File: config.mk
export PLATFORM = sky130hd
export DESIGN_NAME = tff_toggle_receiver
export DESIGN_NICKNAME = d
export VERILOG_FILES = /design/src/rtl/tff_pkg.sv /design/src/rtl/toggle_sync.sv /design/src/rtl/tff_toggle_receiver.sv
export SDC_FILE = /design/constraint.sdc
export NUM_CORES = 1
export LEC_CHECK = 0
export ABC_AREA = 1
export CAP_MARGIN = 0
export CORE_MARGIN = 1
export CORE_UTILIZATION = 52
export CTS_CLUSTER_SIZE = 28
export DETAILED_ROUTE_END_ITERATION = 7
export PLACE_DENSITY_LB_ADDON = 0.15
export SLEW_MARGIN = 25
export SYNTH_ARGS = -nofsm -noshare
export SYNTH_HDL_FRONTEND = slang
export SYNTH_SLANG_ARGS = --single-unit
File: constraint.sdc
create_clock -name clk -period 4.1 [get_ports clk]
set_input_delay 0.82 -clock clk [delete_from_list [all_inputs] [get_ports clk]]
set_output_delay 0.82 -clock clk [all_outputs]
set_load 0.01 [all_outputs]
File: src/rtl/tff_pkg.sv
// Shared types and defaults for the toggle-signalling receive path.
package tff_pkg;

    typedef enum logic {
        INIT = 1'b0,
        RUN  = 1'b1
    } state_e;

    localparam int DEF_SYNC_STAGES = 2;
    localparam int DEF_PEND_W      = 3;
    localparam int DEF_CNT_W       = 8;
    localparam int MAX_PEND        = (1 << DEF_PEND_W) - 1;

    function automatic int max_pend(input int w);
        return (1 << w) - 1;
    endfunction

endpackage

File: src/rtl/toggle_sync.sv
// Multi-flop synchroniser for a level that toggles once per remote event.
module toggle_sync
    import tff_pkg::*;
#(
    parameter int SYNC_STAGES = DEF_SYNC_STAGES
) (
    input  logic clk,
    input  logic rst,
    input  logic tgl_in,
    output logic sync_out
);

    logic [SYNC_STAGES-1:0] sync_q;

    always_ff @(posedge clk or posedge rst) begin
        if (rst) begin
            sync_q <= '0;
        end else begin
            sync_q <= {sync_q[SYNC_STAGES-2:0], tgl_in};
        end
    end

    assign sync_out = sync_q[SYNC_STAGES-1];

endmodule

File: src/rtl/tff_toggle_receiver.sv
// Recovers one event per remote toggle, buffers it in a saturating pending
// counter and hands events to a consumer over valid/ready.
module tff_toggle_receiver
    import tff_pkg::*;
#(
    parameter int SYNC_STAGES = DEF_SYNC_STAGES,
    parameter int PEND_W      = DEF_PEND_W,
    parameter int CNT_W       = DEF_CNT_W
) (
    input  logic              clk,
    input  logic              rst,
    input  logic              tgl_in,
    output logic              evt_valid,
    input  logic              evt_ready,
    output logic [PEND_W-1:0] pend_cnt,
    output logic [CNT_W-1:0]  total_cnt,
    output logic              ovf,
    input  logic              clr_ovf
);

    localparam int                INIT_W    = $clog2(SYNC_STAGES + 1);
    localparam logic [PEND_W-1:0] PEND_FULL = PEND_W'(max_pend(PEND_W));

    state_e              state_q;
    logic [INIT_W-1:0]   init_q;
    logic                prev_q;
    logic [PEND_W-1:0]   pend_q, pend_d;
    logic [CNT_W-1:0]    total_q, total_d;
    logic                ovf_q, ovf_d;
    logic                sync_out;
    logic                evt, pop, full;

    toggle_sync #(
        .SYNC_STAGES(SYNC_STAGES)
    ) u_sync (
        .clk     (clk),
        .rst     (rst),
        .tgl_in  (tgl_in),
        .sync_out(sync_out)
    );

    // While INIT, prev tracks the synchronised level so the post-reset level
    // becomes the baseline instead of a spurious event.
    always_comb begin
        evt     = (state_q == RUN) && (sync_out != prev_q);
        pop     = evt_valid && evt_ready;
        full    = (pend_q == PEND_FULL);
        pend_d  = pend_q;
        ovf_d   = clr_ovf ? 1'b0 : ovf_q;
        total_d = evt ? total_q + CNT_W'(1) : total_q;
        if (evt && !pop) begin
            if (full) begin
                ovf_d = 1'b1;
            end else begin
                pend_d = pend_q + PEND_W'(1);
            end
        end else if (pop && !evt) begin
            pend_d = pend_q - PEND_W'(1);
        end
    end

    always_ff @(posedge clk or posedge rst) begin
        if (rst) begin
            state_q <= INIT;
            init_q  <= INIT_W'(SYNC_STAGES);
            prev_q  <= 1'b0;
            pend_q  <= '0;
            total_q <= '0;
            ovf_q   <= 1'b0;
        end else begin
            prev_q  <= sync_out;
            pend_q  <= pend_d;
            total_q <= total_d;
            ovf_q   <= ovf_d;
            case (state_q)
                INIT: begin
                    if (init_q == '0) begin
                        state_q <= RUN;
                    end else begin
                        init_q <= init_q - INIT_W'(1);
                    end
                end
                default: state_q <= RUN;
            endcase
        end
    end

    assign evt_valid = (pend_q != '0);
    assign pend_cnt  = pend_q;
    assign total_cnt = total_q;
    assign ovf       = ovf_q;

endmodule

# Word level (Yosys, flattened, before mapping)
# Cells that the tools add are included.
[totals]
out_inout_bits = 13
romBits = 0
latch_bits = 0
regBits = 18
ram_bits = 0
elab_cells = 35
n_memories = 0
in_bits = 5
[classes]
n_reduce_logical = 11
addsub = 4
shifts = 0
n_eq_ne = 3
mux = 8
div_mod_pow = 0
n_lt_le_gt_ge = 0
bitwise_logic = 2
n_mul = 0
[op_table]
columns = ["cell", "n"]
rows = [
  ["2-to-1 mux 3 bit", 3],
  ["adder 8 x 1 -> 8 bit, second input constant", 1],
  ["2-to-1 mux 1 bit", 5],
  ["logical AND 1 bit", 4],
  ["AND reduction 2 bit", 2],
  ["adder 3 x 1 -> 3 bit, second input constant", 1],
  ["equality test 3 bit, second input constant", 1],
  ["nonzero test 3 bit", 1],
  ["subtractor 3 x 1 -> 3 bit, second input constant", 1],
  ["zero test 1 bit", 2],
  ["zero test 2 bit", 1],
  ["inequality test 2 bit, second input constant", 1],
  ["NOT 1 bit", 2],
  ["nonzero test 2 bit", 1],
  ["subtractor 2 x 1 -> 2 bit, second input constant", 1],
  ["inequality test 1 bit", 1],
]

# Depth between registers and ports, before layout
[depth]
ltp_word = 6
mapped_depth = 13
mapped_depth_nobuf = 13

# Cells and area by module
# Synthesis repeated with hierarchy kept, for this count alone.
[unflattened]
cells_unflattened = 91
hier_area_um2 = 883.3
[by_module_without_submodules]
columns = ["module", "seq_area_each_um2", "cells_each", "area_each_um2", "n_inst"]
rows = [
  ["tff_toggle_receiver", 401.6, 88, 829.5, 1],
  ["toggle_sync", 50.0, 3, 53.8, 1],
]

# Worst setup path after synthesis
# No wires, ideal clock.
[synth_timing]
path_kind = "input to register"
startpoint = "input evt_ready"
endpoint = "register pend_q[2] (netlist: pend_cnt[2])"
required_ns = 3.983
n_path_buf = 0
slack_ns = 2.419
t_arrival_ns = 1.564
setup_ns = 0.117
cell_stages = 10
cell_sequence = "nand2_2 nand2_2 nand2_1 nand2_1 inv_1 ha_1 a21oi_1 nand2_1 nand3_1 nand2_1"
[synth_between]
elab_chain_cells = 5
elab_cells_between_ends = 8
cone_classes = "1 x eq/ne; 1 x mux; 6 x reduce/logical"
[synth_lines]
columns = ["element", "line", "text"]
rows = [
  ["from (decl)", "tff_toggle_receiver.sv:14", "input logic evt_ready,"],
  ["logical AND 1 bit (*)", "tff_toggle_receiver.sv:46", "pop = evt_valid && evt_ready;"],
  ["zero test 1 bit", "tff_toggle_receiver.sv:51", "if (evt && !pop) begin"],
  ["logical AND 1 bit", "tff_toggle_receiver.sv:51", ""],
  ["inequality test 2 bit (no source line) or nonzero test 2 bit (tied branches)", "--", ""],
  ["AND reduction 2 bit (no source line)", "--", ""],
  ["to (signal assigned)", "tff_toggle_receiver.sv:72", "pend_q <= pend_d;"],
  ["to (decl)", "tff_toggle_receiver.sv:27", "logic [PEND_W-1:0] pend_q, pend_d;"],
]
# Every way passes the cells marked *; elsewhere a longest branch is shown, timed or not.
# A chain may end at the register's enable or synchronous reset.

# Worst setup path in the final report
[layout_timing]
startpoint = "register pend_q[2] (netlist: pend_cnt[2])"
endpoint = "output evt_valid"
[layout_between]
elab_chain_cells = 1
[layout_lines]
columns = ["element", "line", "text"]
rows = [
  ["nonzero test 3 bit", "tff_toggle_receiver.sv:88", "assign evt_valid = (pend_q != '0);"],
  ["to (decl)", "tff_toggle_receiver.sv:13", "output logic evt_valid,"],
]
# Every way passes these cells.

==> summary.txt <==
H-Tree Depth: 1
Yosys cell types: 19
Compound-Gate Fraction of Synth Area: 2.43%
# DRC: 0
Final min period: 2.31 ns
Register Area: 452 µm²
CTS resizes: 0
Post-Syn Area per Cell: 9.72 µm²
WP data arrival: 1.49 ns
grt total ovfl: 0
starting density of the core: 56.7%
Num CTS Buffers: 3
Worst Path Required: 3.28 ns
Final Net Count: 119
Worst setup SP type: register
Detail Placement HPWL: 1.06 mm
vias: 635
Antenna Cells: 0
Max clock buf depth: 2
number of I/O port buffers: 17
setup TNS: 0 ns
CP Max Fanout: 6
pwr/cell area: 653 nW/µm²
multi-input gate area in the final layout: 367 µm²
largest family of logic cells by synthesized area: simple AND/OR/NAND/NOR gates
Mapped Area: 875 µm²
DRT antenna net count: 0
WS Path Type: reg2out
post-synthesis sequential area ratio: 51.6%
clk_lat worst skew: 0.29 ns
Leak: 0.526 nW
Boundary Pins: 18
cell area after layout: 1090 µm²
number of global-route vias before repair: 594
Iteration-0 DRC Markers: 7
Hold Crit Class: reg2reg
crit share post-route: 56.3%
Placeable Area: 1540 µm²
Synth Area in Simple Gates: 26.2%
outcome: completed
Crit. End Element: primary output
f_max: 433 MHz
die width: 43.0 µm
first-pass GRT wire length: 2.54 mm
cell count after synthesis: 90
Relative slew margins: 55.4%
postcts setup bufs: 0
RSZ-0062 raised after global routing: false
Worst-Margin Slew: 0.669 ns
Design Power: 0.711 mW
largest net degree at the start of global routing: 19
Setup violations, final: 0
Max Cap Violations: 0
Root Driver: clkbuf_4
Ys Warns: 0
endpoints failing hold: 0
share of layout cells above drive strength 1: 14.5%
WL per Instance: 11.1 µm
#FFs+latches synth: 18
chip height: 43.0 µm
DRT Wirelength: 1.40 mm
clk_skew: 0.00539 ns
XOR/XNOR Fraction of Synth Area: 9.01%
initial antenna violation count: 0
Slew Limit Fails: 0
GR Util All Layers: 18.9%
maximum vdd drop: 490 µV
area delta synth->final: 24.6%
Clock Sinks: 18
Clock Pin Slew Worst Setup and Hold Paths: 0.10 ns
post-cts hold buffer count: 0
FP Rows: 14
die area: 1850 µm²
Adder-Cell Fraction of Synth Area: 4.29%
Area after DPL: 1050 µm²
syn_nets: 98
# fillers: 129
CTS tree: yes
DRT Pass-1 Iters: 4
routability congestion estimate: 0.760
Via density: 5.04
mux share of post-synthesis cell area: 0%
-- cells in the mapped netlist, drive strengths merged --
| library cell | n | area [µm²] |
|---|---|---|
| xor2 | 7 | 61.3 |
| ha | 3 | 37.5 |
| a21oi | 1 | 5.00 |
| nand3 | 10 | 60.1 |
| dfstp | 1 | 26.3 |
| inv | 12 | 45.0 |
| nand4 | 2 | 27.5 |
| buf | 1 | 11.3 |
| nand2 | 24 | 100 |
| nor2 | 7 | 41.3 |
| o22ai | 1 | 6.26 |
| dfrtp | 17 | 425 |
| o21ai | 2 | 10.0 |
| xnor2 | 2 | 17.5 |
-- routing by layer --
layer  vias to the layer above  routed length (µm)  global-route usage [%]  share of wire (%)
met2                        13                 647                    26.4                 46
met5                         -                   0                       0                  0
met1                       295                 682                    26.4                 49
met3                         2                  50                    6.38                3.6
met4                         0                  15                    9.09                1.1
li1                        325                   -                       -                  -
-- placed cells by master, fill, tap and decap left out, types with 2 or more instances in the layout --
master           Yosys  final
clkdlybuf4s50_1      0     17
xor2_1               7      7
xnor2_1              2      2
nand2_1             20     20
nor2_2               3      3
clkbuf_4             0      3
dfrtp_1             17     17
nand2_2              4      4
nand3_1              8      8
ha_1                 3      3
o21ai_0              2      2
nand3_2              2      2
nor2_1               3      3
inv_1               12     12
-- per-stage QoR --
step	hold slack, ns	std cells	worst slack (ns)	util [%]
2_1_floorplan	0.331	90	2.42	-
3_3_place_gp	0.336	122	1.86	68.3
3_5_place_dp	0.341	122	1.82	68.3
4_1_cts	0.365	126	1.79	70.7
5_1_grt	0.388	126	1.72	70.7
6_report	0.361	126	1.79	70.7
-- path summary, 6_finish.rpt --
| path | startpoint | end | slack [ns] | depth (start not counted) |
|---|---|---|---|---|
| min in group asynchronous | rst | total_cnt[0]$_DFFE_PP0P_ | 0.92 | 2 |
| max in group asynchronous | rst | state_q$_DFF_PP0_ | 2.75 | 2 |
| setup reg to reg | u_sync.sync_q[1]$_DFF_PP0_ | pend_cnt[2]$_DFFE_PP0P_ | 2.40 | 13 |
| hold / removal | u_sync.sync_q[0]$_DFF_PP0_ | u_sync.sync_q[1]$_DFF_PP0_ | 0.36 | 0 |
| setup / recovery | pend_cnt[2]$_DFFE_PP0P_ | evt_valid | 1.79 | 3 |
| hold reg to reg | u_sync.sync_q[0]$_DFF_PP0_ | u_sync.sync_q[1]$_DFF_PP0_ | 0.36 | 0 |
-- kinds of logic (layout without fill, tap and decap cells) --
family          count (synthesis)  after routing
simple gates                   43             43
flops                          18             18
buf+inv                        13             33
compound gates                  4              4
xor+xnor                        9              9
fa+ha+maj                       3              3
-- state kept, by name, summed over array words and instances (netlist names) --
| register | cells |
|---|---|
| ovf | 1 |
| state_q | 1 |
| pend_cnt | 3 |
| prev_q | 1 |
| u_sync.sync_q | 2 |
| total_cnt | 8 |
| init_q | 2 |
-- where the power goes --
group / leakage [nW] / internal, mW / total [mW] / switching [mW]
clock: 0.0210 / 0.0540 / 0.107 / 0.0532
combinational: 0.287 / 0.162 / 0.308 / 0.146
sequential: 0.218 / 0.228 / 0.296 / 0.0675
total: 0.526 / 0.444 / 0.711 / 0.267
-- cell type report --
class	count	share of cell area, %
Inverter	12	4.13
Clock buffer	4	3.33
Timing Repair Buffer	17	15.6
Tap cell	16	1.84
Sequential cell	18	41.4
Multi-Input combinational cell	59	33.6
-- worst max-delay path: stages, from the launching register on --
cell and delay, ns:
dfrtp_1 0.46, inv_1 0.11, nand2_2 0.10, clkdlybuf4s50_1 0.53
(Power assumes the default switching activity.)
